`src/rtl/tophat_pkg.sv`:
```
// Shared sizing for the tophat prediction path: buffer defaults and the
// saturating accepted-push counter used by tophat_pred_buffer.
package tophat_pkg;

  localparam int unsigned DEPTH_DEF  = 4;
  localparam int unsigned DATA_W_DEF = 8;

  localparam int unsigned          TOTAL_W   = 8;
  localparam logic [TOTAL_W-1:0]   TOTAL_MAX = 8'hFF;

  function automatic logic [TOTAL_W-1:0] sat_inc(input logic [TOTAL_W-1:0] v);
    return (v == TOTAL_MAX) ? v : v + TOTAL_W'(1);
  endfunction

endpackage

```
`src/rtl/tophat_pred_buffer.sv`:
```
// Circular FIFO of {error, value} predictions from the tree core to the host.
// Latency 1: a push at edge N shows on head_* and count_o right after edge N.
// No backpressure: a push while full without a pop is dropped and sticks overflow_o.
module tophat_pred_buffer
  import tophat_pkg::*;
#(
  parameter int unsigned DEPTH  = DEPTH_DEF,
  parameter int unsigned DATA_W = DATA_W_DEF
) (
  input  logic                       clk,
  input  logic                       rst,
  input  logic                       clear_i,
  input  logic                       pred_valid_i,
  input  logic [DATA_W-1:0]          pred_value_i,
  input  logic                       error_i,
  input  logic                       pop_i,
  output logic                       head_valid_o,
  output logic [DATA_W-1:0]          head_value_o,
  output logic                       head_error_o,
  output logic [$clog2(DEPTH):0]     count_o,
  output logic                       full_o,
  output logic                       overflow_o,
  output logic [TOTAL_W-1:0]         total_o
);

  localparam int unsigned PTR_W = $clog2(DEPTH);
  localparam int unsigned CNT_W = PTR_W + 1;

  logic [DATA_W:0]      mem_q [DEPTH];
  logic [DATA_W:0]      mem_d [DEPTH];
  logic [PTR_W-1:0]     wr_ptr_q, wr_ptr_d;
  logic [PTR_W-1:0]     rd_ptr_q, rd_ptr_d;
  logic [CNT_W-1:0]     count_q, count_d;
  logic                 overflow_q, overflow_d;
  logic [TOTAL_W-1:0]   total_q, total_d;
  logic                 push_acc, pop_acc;

  always_comb begin
    pop_acc    = pop_i && (count_q != '0);
    // A pop on the same edge frees the slot, so a full buffer still takes the push.
    push_acc   = pred_valid_i && ((count_q < CNT_W'(DEPTH)) || pop_acc);
    mem_d      = mem_q;
    wr_ptr_d   = wr_ptr_q;
    rd_ptr_d   = rd_ptr_q;
    count_d    = count_q;
    overflow_d = overflow_q;
    total_d    = total_q;

    if (clear_i) begin
      wr_ptr_d   = '0;
      rd_ptr_d   = '0;
      count_d    = '0;
      overflow_d = 1'b0;
      total_d    = '0;
    end else begin
      if (push_acc) begin
        mem_d[wr_ptr_q] = {error_i, pred_value_i};
        wr_ptr_d        = wr_ptr_q + PTR_W'(1);
        total_d         = sat_inc(total_q);
      end
      if (pop_acc) begin
        rd_ptr_d = rd_ptr_q + PTR_W'(1);
      end
      case ({push_acc, pop_acc})
        2'b10:   count_d = count_q + CNT_W'(1);
        2'b01:   count_d = count_q - CNT_W'(1);
        default: count_d = count_q;
      endcase
      if (pred_valid_i && !push_acc) begin
        overflow_d = 1'b1;
      end
    end
  end

  always_ff @(posedge clk) begin
    if (rst) begin
      wr_ptr_q   <= '0;
      rd_ptr_q   <= '0;
      count_q    <= '0;
      overflow_q <= 1'b0;
      total_q    <= '0;
    end else begin
      wr_ptr_q   <= wr_ptr_d;
      rd_ptr_q   <= rd_ptr_d;
      count_q    <= count_d;
      overflow_q <= overflow_d;
      total_q    <= total_d;
    end
  end

  // Storage is never reset; head outputs are gated by occupancy instead.
  always_ff @(posedge clk) begin
    mem_q <= mem_d;
  end

  always_comb begin
    head_valid_o = (count_q != '0);
    head_value_o = head_valid_o ? mem_q[rd_ptr_q][DATA_W-1:0] : '0;
    head_error_o = head_valid_o ? mem_q[rd_ptr_q][DATA_W]     : 1'b0;
    count_o      = count_q;
    full_o       = (count_q == CNT_W'(DEPTH));
    overflow_o   = overflow_q;
    total_o      = total_q;
  end

endmodule
```
`config.mk`:
```
export PLATFORM = sky130hd
export DESIGN_NAME = tophat_pred_buffer
export DESIGN_NICKNAME = d
export VERILOG_FILES = /design/src/rtl/tophat_pkg.sv /design/src/rtl/tophat_pred_buffer.sv
export SDC_FILE = /design/constraint.sdc
export NUM_CORES = 1
export LEC_CHECK = 0
export ABC_AREA = 0
export BUFFER_PORTS_ARGS = -buffer_cell sky130_fd_sc_hd__buf_2
export CAP_MARGIN = 20
export CORE_ASPECT_RATIO = 0.9
export CORE_MARGIN = 4
export CORE_UTILIZATION = 35
export CTS_CLUSTER_DIAMETER = 80
export DETAILED_ROUTE_END_ITERATION = 10
export GPL_ROUTABILITY_DRIVEN = 0
export PLACE_DENSITY = 0.65
export SYNTH_ARGS = -nofsm -noshare
export SYNTH_HDL_FRONTEND = slang
export SYNTH_SLANG_ARGS = --single-unit
export TNS_END_PERCENT = 20
```
`constraint.sdc`:
```
create_clock -name clk -period 2.04 [get_ports clk]
set_input_delay 0.204 -clock clk [delete_from_list [all_inputs] [get_ports clk]]
set_output_delay 0.204 -clock clk [all_outputs]
set_load 0.05 [all_outputs]
```
==> summary.txt <==
Run status
  • Outcome: finished clean

Floorplan
  • Die area: 7650 um2
  • Core box area: 6110 um2
  • Row count: 27
  • Die width: 91.8 um
  • I/O pin count: 37
  • Die height: 83.4 um
  • Starting Density: 36.2%

Worst setup path
  • Critical path, cell by cell: or3_4 -> and2_4 -> ha_2 -> inv_1 -> fa_2 -> xor2_1 -> or3_1 -> a21oi_1
  • R2R Setup Slk: 0.07 ns
  • Worst EP arrival: 2.20 ns
  • Critical path's largest stage delay: 0.39 ns
  • Critical path buffers and inverters: 1
  • Crit Path Class: register to register
  • Critical path startpoint category: register
  • Maximum fanout along the worst path: 7
  • Cell family with most CP delay: simple AND/OR/NAND/NOR gates
  • Required time worst endpoint: 2.27 ns
  • Critical path's slowest cell: or3_4
  • Worst setup EP type: register

STA
  • Period utilization: 96.7%
  • Final Max Slew Viols: 0
  • Unrepaired setup endpoints after global routing: no
  • Setup TNS: 0 ns
  • Worst rel slew slack: 78.3%
  • Worst Skew: 0.0126 ns
  • Fin Hold WS: 0.101 ns
  • Worst-Margin Slew: 0.325 ns
  • Fin crit period: 1.97 ns
  • Endpoints failing setup: 0
  • Final Hold Fails: 0
  • Max Freq: 0.507 GHz

Placement
  • Placed insts: 284
  • Post-DP HPWL: 2.97 mm
  • Port bufs: 36
  • DP Area: 2560 um2

Final layout
  • Final Cell Area: 2670 um2
  • Layout cells sized above 1: 37.1%
  • Diode count: 0
  • Nets: 225
  • Final core utilization: 43.7%
  • Final non-filler cell total: 292
  • Area grow syn2layout: 20.9%

Min path
  • HP Class: input port to register

Clock network
  • CTS Buffer Depth: 2
  • Skew-Pair Late Insertion Delay: 0.31 ns
  • Clock Root Buffer: clkbuf_8
  • Reg clk slew, reported paths: 0.10 ns
  • CTS tree: done
  • CTS Sinks: 52
  • CTS Buf Count: 5
  • Setup bufs post-CTS: 0
  • CTS H-tree depth: 2

Power
  • Maximum VDD drop: 0.231 mV
  • Pwr per Cell Area: 731 nW/um2
  • Leak Pwr: 0.976 nW

Global route
  • Layer carrying the most global-route usage: met2
  • Met3 global-route usage: 2.26%
  • Initial antenna violation count: 0
  • Total GRT Usage: 11.7%
  • GRT met1 Usage: 15.0%
  • First-pass GRT wire length: 6.95 mm
  • Routing usage on met2: 19.0%
  • Number of global-route vias before repair: 1,406
  • Largest net degree at the start of global routing: 19
  • Congestion Overflow GR: 0

Drt
  • 1st-pass router iterations: 4
  • Antenna Violating Nets Remaining: 0
  • WL/cell: 14.2 um
  • Total wire length: 4.16 mm
  • DRC violations left: 0
  • DRT iter0 DRCs: 108
  • Avg Vias per Cell: 4.79
  • Vias: 1,400

Synth
  • Synthesis warning total: 0
  • Post-synthesis sequential area ratio: 63.4%
  • Synth area leader: edfxtp_1
  • Netlist cell types: 36
  • Top cell type's share of synthesized area: 48.9%
  • Synthesized area per cell: 14.2 um2
  • Top post-synthesis cells by area: edfxtp_1 (49%), dfxtp_1 (14%), mux4_2 (9.2%), and2_1 (4.0%), ha_1 (3.4%)
  • Share of flip-flops with an asynchronous set or reset: 0%
  • Syn Nets: 177
  • Main flop type after synthesis: edfxtp_1
  • Register bit count reported by yosys: 52
  • Synth Instances: 156
  • Mapped Area: 2210 um2
  • Post-synth EDFFs: 36

Job
  • Max_cap viols: 0
[timing repair]
action / CTS / global route
gates cloned: 0 / 0
gates resized for setup: 3 / 4
setup endpoints to repair: 1 / 3
endpoints found under the hold margin: 0 / 0
hold buffers: 0 / 0
[placed cells by master (no fill, tap or decap), types with 2 or more instances in the layout]
master / n
a21oi_1: 6
a311oi_1: 2
a31oi_1: 3
and2_1: 14
and2_4: 2
and3_1: 2
buf_2: 36
buf_4: 8
clkbuf_8: 5
dfxtp_1: 12
dfxtp_2: 2
dfxtp_4: 2
edfxtp_1: 36
ha_1: 5
inv_1: 6
inv_6: 2
mux4_2: 9
nand2_1: 7
nand3_1: 4
nand4_1: 2
nor2_1: 12
nor3_1: 2
o21ai_0: 3
xnor2_1: 2
xor2_1: 4
[final cells by class]
class | instances | area (um2)
sequential | 52 | 1410
clock buffer | 5 | 68.8
timing repair buffer | 45 | 251
clock inverter | 3 | 25.0
tap | 87 | 109
fill | 555 | 3440
inverter | 7 | 28.8
multi-input combinational | 93 | 779
[worst paths after layout]
kind | cells after the start | endpoint | start
setup / recovery | 8 | count_o[2]$_SDFFE_PP0P_ | count_o[2]$_SDFFE_PP0P_
hold / removal | 1 | mem_q[30]$_DFFE_PP_ | pred_value_i[3]
setup reg to reg | 8 | count_o[2]$_SDFFE_PP0P_ | count_o[2]$_SDFFE_PP0P_
hold reg to reg | 2 | overflow_o$_SDFFE_PP0P_ | overflow_o$_SDFFE_PP0P_
[Yosys cell counts, types with 2 or more instances]
master     n
nor3_1     2
nand4_1    2
nor2_1    12
ha_1       6
and2_1    14
dfxtp_1   16
a31oi_1    3
nand3_1    4
o21ai_0    3
clkbuf_1   2
nand2_1    7
xnor2_1    2
edfxtp_1  36
a311oi_1   2
xor2_1     4
and3_1     2
or3_1      2
mux4_2     9
a21oi_1    6
inv_1      6
[kinds of logic (layout without fill, tap and decap cells)]
group / Yosys count / after routing / synth area share, %
flops: 52 / 52 / 63.4
simple gates: 52 / 52 / 13.1
compound gates: 19 / 19 / 5.43
buf+inv: 11 / 60 / 2.21
mux: 9 / 9 / 9.17
fa+ha+maj: 7 / 7 / 4.30
xor+xnor: 6 / 6 / 2.38
[where the power goes]
part / switching (mW) / internal (mW)
clock: 0.351 / 0.250
combinational: 0.131 / 0.0717
sequential: 0.00870 / 1.14
total: 0.491 / 1.46
[metal layers]
| layer | up-vias | part of all wire (%) |
|---|---|---|
| li1 | 672 | - |
| met1 | 694 | 45 |
| met2 | 26 | 49 |
| met3 | 8 | 3.5 |
| met4 | 0 | 2.1 |
| met5 | - | 0 |
[state kept, by name (all words and copies together) (netlist names)]
signal	cells
mem_q	36
count_o	3
wr_ptr_q	2
total_o	8
overflow_o	1
rd_ptr_q	2
[metrics by stage]
stage | worst slack (ns) | power [mW]
floorplan | 0.00767 | 1.31
global placement | 0.0659 | 1.37
detailed placement | 0.00312 | 1.37
CTS | 0.0142 | 1.97
global route | 0.00188 | 2.04
finish | 0.0672 | 1.96
No activity file was read; power rests on OpenSTA's default activity.
